===== config.mk =====
export PLATFORM = sky130hd
export DESIGN_NAME = fetch_ctrl
export DESIGN_NICKNAME = d
export VERILOG_FILES = /design/src/rtl/fetch_ctrl.sv
export SDC_FILE = /design/constraint.sdc
export NUM_CORES = 1
export LEC_CHECK = 0
export CORE_MARGIN = 8
export CORE_UTILIZATION = 25
export CTS_CLUSTER_SIZE = 25
export DETAILED_ROUTE_END_ITERATION = 12
export PLACE_DENSITY = 0.41
export SLEW_MARGIN = 20
export SYNTH_ARGS = -nofsm -noshare
export SYNTH_HDL_FRONTEND = slang
export SYNTH_SLANG_ARGS = --single-unit
export TNS_END_PERCENT = 50

===== constraint.sdc =====
create_clock -name clk -period 20.2 [get_ports clk]
set_clock_uncertainty 0.05 [all_clocks]
set_input_delay 3.03 -clock clk [delete_from_list [all_inputs] [get_ports clk]]
set_output_delay 3.03 -clock clk [all_outputs]
set_load 0.01 [all_outputs]

===== src/rtl/fetch_ctrl.sv =====
// fetch_ctrl: in-order instruction fetch sequencer. Issues credit-limited imem requests,
// buffers responses in a DEPTH-entry FIFO toward decode and discards stale responses after a flush.
module fetch_ctrl #(
   parameter int               WIDTH    = 32,
   parameter logic [WIDTH-1:0] RESET_PC = '0,
   parameter int               DEPTH    = 2
) (
   input  logic             clk,
   input  logic             rst,
   input  logic             flush,
   input  logic [WIDTH-1:0] flush_pc,
   output logic             imem_req,
   output logic [WIDTH-1:0] imem_addr,
   input  logic             imem_gnt,
   input  logic             imem_rvalid,
   input  logic [WIDTH-1:0] imem_rdata,
   output logic             if_valid,
   output logic [WIDTH-1:0] if_pc,
   output logic [WIDTH-1:0] if_instr,
   input  logic             id_ready
);

   localparam int PTR_W = (DEPTH > 1) ? $clog2(DEPTH) : 1;
   localparam int CNT_W = $clog2(DEPTH + 1);
   localparam logic [CNT_W-1:0] DEPTH_C = CNT_W'(DEPTH);

   typedef enum logic [1:0] {
      BOOT  = 2'd0,
      RUN   = 2'd1,
      DRAIN = 2'd2
   } state_t;

   state_t           state_q, state_d;
   logic [WIDTH-1:0] fetch_pc_q, fetch_pc_d;
   logic [CNT_W-1:0] outstanding_q, outstanding_d;
   logic [CNT_W-1:0] stale_q, stale_d;

   logic [WIDTH-1:0] tag_q [DEPTH];
   logic [WIDTH-1:0] tag_d [DEPTH];
   logic [PTR_W-1:0] tag_wr_q, tag_wr_d;
   logic [PTR_W-1:0] tag_rd_q, tag_rd_d;

   logic [WIDTH-1:0] fifo_pc_q [DEPTH];
   logic [WIDTH-1:0] fifo_pc_d [DEPTH];
   logic [WIDTH-1:0] fifo_instr_q [DEPTH];
   logic [WIDTH-1:0] fifo_instr_d [DEPTH];
   logic [PTR_W-1:0] fifo_wr_q, fifo_wr_d;
   logic [PTR_W-1:0] fifo_rd_q, fifo_rd_d;
   logic [CNT_W-1:0] fifo_cnt_q, fifo_cnt_d;

   logic [CNT_W:0]   credit_used;
   logic             fifo_empty;
   logic             fire;
   logic             push;
   logic             pop;

   // A credit covers a request from grant until its instruction leaves the FIFO.
   assign credit_used = {1'b0, outstanding_q} + {1'b0, fifo_cnt_q};
   assign imem_req    = (state_q == RUN) && (credit_used < {1'b0, DEPTH_C});
   assign imem_addr   = fetch_pc_q;
   assign fire        = imem_req && imem_gnt;

   assign fifo_empty  = (fifo_cnt_q == '0);
   assign if_valid    = !fifo_empty && !flush;
   assign if_pc       = fifo_empty ? '0 : fifo_pc_q[fifo_rd_q];
   assign if_instr    = fifo_empty ? '0 : fifo_instr_q[fifo_rd_q];
   assign pop         = if_valid && id_ready;
   assign push        = imem_rvalid && (stale_q == '0) && !flush;

   always_comb begin
      state_d       = state_q;
      fetch_pc_d    = fetch_pc_q;
      outstanding_d = outstanding_q + CNT_W'(fire) - CNT_W'(imem_rvalid);
      stale_d       = stale_q;
      tag_d         = tag_q;
      tag_wr_d      = tag_wr_q;
      tag_rd_d      = tag_rd_q;
      fifo_pc_d     = fifo_pc_q;
      fifo_instr_d  = fifo_instr_q;
      fifo_wr_d     = fifo_wr_q;
      fifo_rd_d     = fifo_rd_q;
      fifo_cnt_d    = fifo_cnt_q;

      if (fire) begin
         tag_d[tag_wr_q] = fetch_pc_q;
         tag_wr_d        = tag_wr_q + PTR_W'(1);
         fetch_pc_d      = fetch_pc_q + WIDTH'(4);
      end

      // Every response retires its tag, whether it is delivered or dropped.
      if (imem_rvalid) begin
         tag_rd_d = tag_rd_q + PTR_W'(1);
         if (stale_q != '0) begin
            stale_d = stale_q - CNT_W'(1);
         end
      end

      if (flush) begin
         fifo_wr_d  = '0;
         fifo_rd_d  = '0;
         fifo_cnt_d = '0;
         fetch_pc_d = flush_pc;
         if (state_q != BOOT) begin
            stale_d = outstanding_d;
         end
      end else begin
         if (push) begin
            fifo_pc_d[fifo_wr_q]    = tag_q[tag_rd_q];
            fifo_instr_d[fifo_wr_q] = imem_rdata;
            fifo_wr_d               = fifo_wr_q + PTR_W'(1);
         end
         if (pop) begin
            fifo_rd_d = fifo_rd_q + PTR_W'(1);
         end
         fifo_cnt_d = fifo_cnt_q + CNT_W'(push) - CNT_W'(pop);
      end

      case (state_q)
         BOOT:    state_d = RUN;
         RUN:     if (flush && (stale_d != '0)) state_d = DRAIN;
         DRAIN:   if (stale_d == '0) state_d = RUN;
         default: state_d = BOOT;
      endcase
   end

   always_ff @(posedge clk or posedge rst) begin
      if (rst) begin
         state_q       <= BOOT;
         fetch_pc_q    <= RESET_PC;
         outstanding_q <= '0;
         stale_q       <= '0;
         tag_q         <= '{default: '0};
         tag_wr_q      <= '0;
         tag_rd_q      <= '0;
         fifo_pc_q     <= '{default: '0};
         fifo_instr_q  <= '{default: '0};
         fifo_wr_q     <= '0;
         fifo_rd_q     <= '0;
         fifo_cnt_q    <= '0;
      end else begin
         state_q       <= state_d;
         fetch_pc_q    <= fetch_pc_d;
         outstanding_q <= outstanding_d;
         stale_q       <= stale_d;
         tag_q         <= tag_d;
         tag_wr_q      <= tag_wr_d;
         tag_rd_q      <= tag_rd_d;
         fifo_pc_q     <= fifo_pc_d;
         fifo_instr_q  <= fifo_instr_d;
         fifo_wr_q     <= fifo_wr_d;
         fifo_rd_q     <= fifo_rd_d;
         fifo_cnt_q    <= fifo_cnt_d;
      end
   end

`ifndef SYNTHESIS
   rvalid_needs_outstanding: assert property (@(posedge clk) disable iff (rst)
      imem_rvalid |-> (outstanding_q != '0));
   no_push_when_full: assert property (@(posedge clk) disable iff (rst)
      push |-> (fifo_cnt_q != DEPTH_C));
`endif

endmodule


==> results_dict.tcl <==
set metrics [dict create \
    vias 7466 \
    met2_usage_pct 17.4 \
    area_delta_synth_final_pct 30.1 \
    syn_inst 944 \
    drv_slew 0 \
    final_nets 1165 \
    hold_ws_ns 0.427 \
    grt_setup_unrepaired "false" \
    io_pins 168 \
    cts_buffer_depth 3 \
    fillCellCount 4340 \
    grt_usage_pct 11.8 \
    power_density_mw_per_mm2 142 \
    clkTransAtPathRegs_ns 0.06 \
    multiInputGateArea_mm2 0.00453 \
    post-route-drc-count 0 \
    cts_hold_buf 0 \
    grt_pass1_wl_um 47200 \
    top_usage_layer "met2" \
    clockRootBuffer "clkbuf_16" \
    synth_edf_count 0 \
    synth_area_leaders "dfrtp_1 55%, mux2_2 13%, mux2i_1 9.1%" \
    leakagePower_nw 5.74 \
    finalSetupViolCount 0 \
    grt_pass1_vias 7791 \
    antenna_found_initial 0 \
    arrival_ns 4.19 \
    port_buffers 167 \
    routed_wl_um 29200 \
    criticalPathCategory "in2out" \
    wl_per_cell_um 17.6 \
    postLayoutSetupSlackWorst_ns 12.93 \
    ctsHtreeMaxLevel 1 \
    postRouteAntennaNets 0 \
    syn_nets 1020 \
    gr-total-overflow 0 \
    cts_resized 0 \
    yosys.cell_types.count 43 \
    synth.top_cell.area_share_pct 55.1 \
    syn_area_mm2 0.0107 \
    dp_slack_ns 12.91 \
    drv_cap 0 \
    power_mw 1.98 \
    core_area_mm2 0.0427 \
    worstPathMaxFanout 51 \
    die_w_um 223 \
    peakVddDrop_v 0.0000641 \
    grt_max_degree 121 \
    insertion_delay_ns 0.56 \
    ys_warn_count 0 \
    drt_iter0_drc 341 \
    hold_class "reg2reg" \
    cts_tree "yes" \
    avgSynthCellArea_um2 11.4 \
    maxSlewHeadroom_pct 27.2 \
    ys.flop_type "dfrtp_1" \
    die-area_mm2 0.0498 \
    critPathCaptureType "output pin" \
    cp.required_ns 17.12 \
    worst_pin_slew_ns 1.08 \
    viasPerCell 4.51 \
    clock_sinks 236 \
    dpl.hpwl_um 19200 \
    ys_ff_latch 236 \
    period_share_pct 36.0 \
    status "finished, final reports clean" \
    antenna_cells 0 \
    grt_use_met1_pct 17.1 \
    initial_core_util_pct 25.1 \
    netlist.top_cell.by_area "dfrtp_1" \
    drtPass1Iterations 4 \
    register_area_mm2 0.00591 \
    drive_gt1_share_pct 17.7 \
    num_rows 76 \
    grt.met3_usage_pct 2.73 \
    die_h_um 223 \
    async_flop_share_pct 100 \
    setup_tns_ns 0 \
    cts_inserted_buffers 29 \
    period_needed_ns 7.27 \
    place_congestion 0.723 \
    post_cts_buffers 0 \
    startpoint_type "input pin" \
    synth_seq_area_share_pct 55.1 \
    fmax_mhz 138 \
    hold_viol 0 \
]
## placed cells by master (no fill, tap or decap), drive strengths merged, types with 6 or more instances in the layout
cell           count
clkdlybuf4s50    166
or4                8
a31oi             11
clkbuf            40
mux2i             97
buf               10
nor2             118
o21ai             56
mux2             126
o31ai              8
nand4              9
clkinv             8
nor4               8
nand3             16
nor3              11
inv               13
nand2             73
dfrtp            236
xor2               6
a21oi             36
xnor2             10
## final cells by class
cell class | instances | share of cell area (%)
Clock inverter | 13 | 1.23
Multi-Input combinational cell | 633 | 32.5
Inverter | 13 | 0.404
Tap cell | 546 | 4.90
Timing Repair Buffer | 176 | 12.4
Sequential cell | 236 | 42.4
Clock buffer | 40 | 6.15
## worst paths after layout
kind | cells past startpoint | from | to | slack, ns
worst max-delay path | 4 | flush | if_valid | 12.93
worst min-delay path | 2 | fifo_pc_q[20] | fifo_pc_q[20] | 0.43
worst max register to register | 6 | fifo_cnt_q[0] | tag_q[11] | 16.79
worst min register to register | 2 | fifo_pc_q[20] | fifo_pc_q[20] | 0.43
max in group asynchronous | 4 | rst | tag_q[57] | 15.05
min in group asynchronous | 2 | rst | fifo_instr_q[5] | 3.01
## power by group
part	switching [mW]	leakage, nW	internal (mW)	total (mW)
Combinational	0.294	2.34	0.338	0.632
Sequential	0.131	2.88	0.670	0.801
Clock	0.205	0.513	0.345	0.550
## cells by family after synthesis
| logic type | count (synthesis) | synth area share (%) |
|---|---|---|
| flops | 236 | 55.1 |
| fa+ha+maj | 6 | 0.770 |
| compound gates | 124 | 6.57 |
| simple gates | 263 | 10.9 |
| buf+inv | 75 | 2.82 |
| mux | 223 | 22.3 |
| xor+xnor | 17 | 1.53 |
## worst max-delay path, stage by stage
cell and delay, ns:
buf_2 0.07, buf_4 0.45, nor2_1 0.12, clkdlybuf4s50_1 0.51
## flip-flops by register name (all words and copies together), names as in the netlist, 2 cells and up
| signal | cells |
|---|---|
| fifo_pc_q | 64 |
| state_q | 2 |
| outstanding_q | 2 |
| stale_q | 2 |
| imem_addr | 32 |
| tag_q | 64 |
| fifo_instr_q | 64 |
| fifo_cnt_q | 2 |
## stage by stage
stage | std cells | util (%) | instance area [um2]
detailed placement | 1604 | 30.3 | 12900
CTS | 1657 | 32.7 | 13900
global route | 1657 | 32.7 | 13900
finish | 1657 | 32.7 | 13900
global placement | 1604 | 30.3 | 12900
floorplan | 944 | - | 10700
## Yosys cell counts (3+ instances only)
master	instances
o311ai_0	3
and4_1	3
ha_1	5
or3_1	4
nand2_1	73
xnor2_1	10
mux2_2	126
nor2_1	118
nand4_1	9
or4_1	8
mux2i_1	97
o31ai_1	8
clkbuf_1	42
a311o_1	3
o21ai_0	56
nor4_1	8
xor2_1	6
dfrtp_1	236
nor3_1	11
a31oi_1	11
a21oi_1	36
buf_2	5
buf_1	13
inv_1	12
nand3_1	16
## metal layers
| metal | vias to the layer above | routed length (um) |
|---|---|---|
| met5 | - | 0 |
| met4 | 0 | 376 |
| met3 | 25 | 1760 |
| met2 | 173 | 12400 |
| met1 | 3646 | 14700 |
| li1 | 3622 | - |
Note: power is estimated with default switching activity, not from simulation.
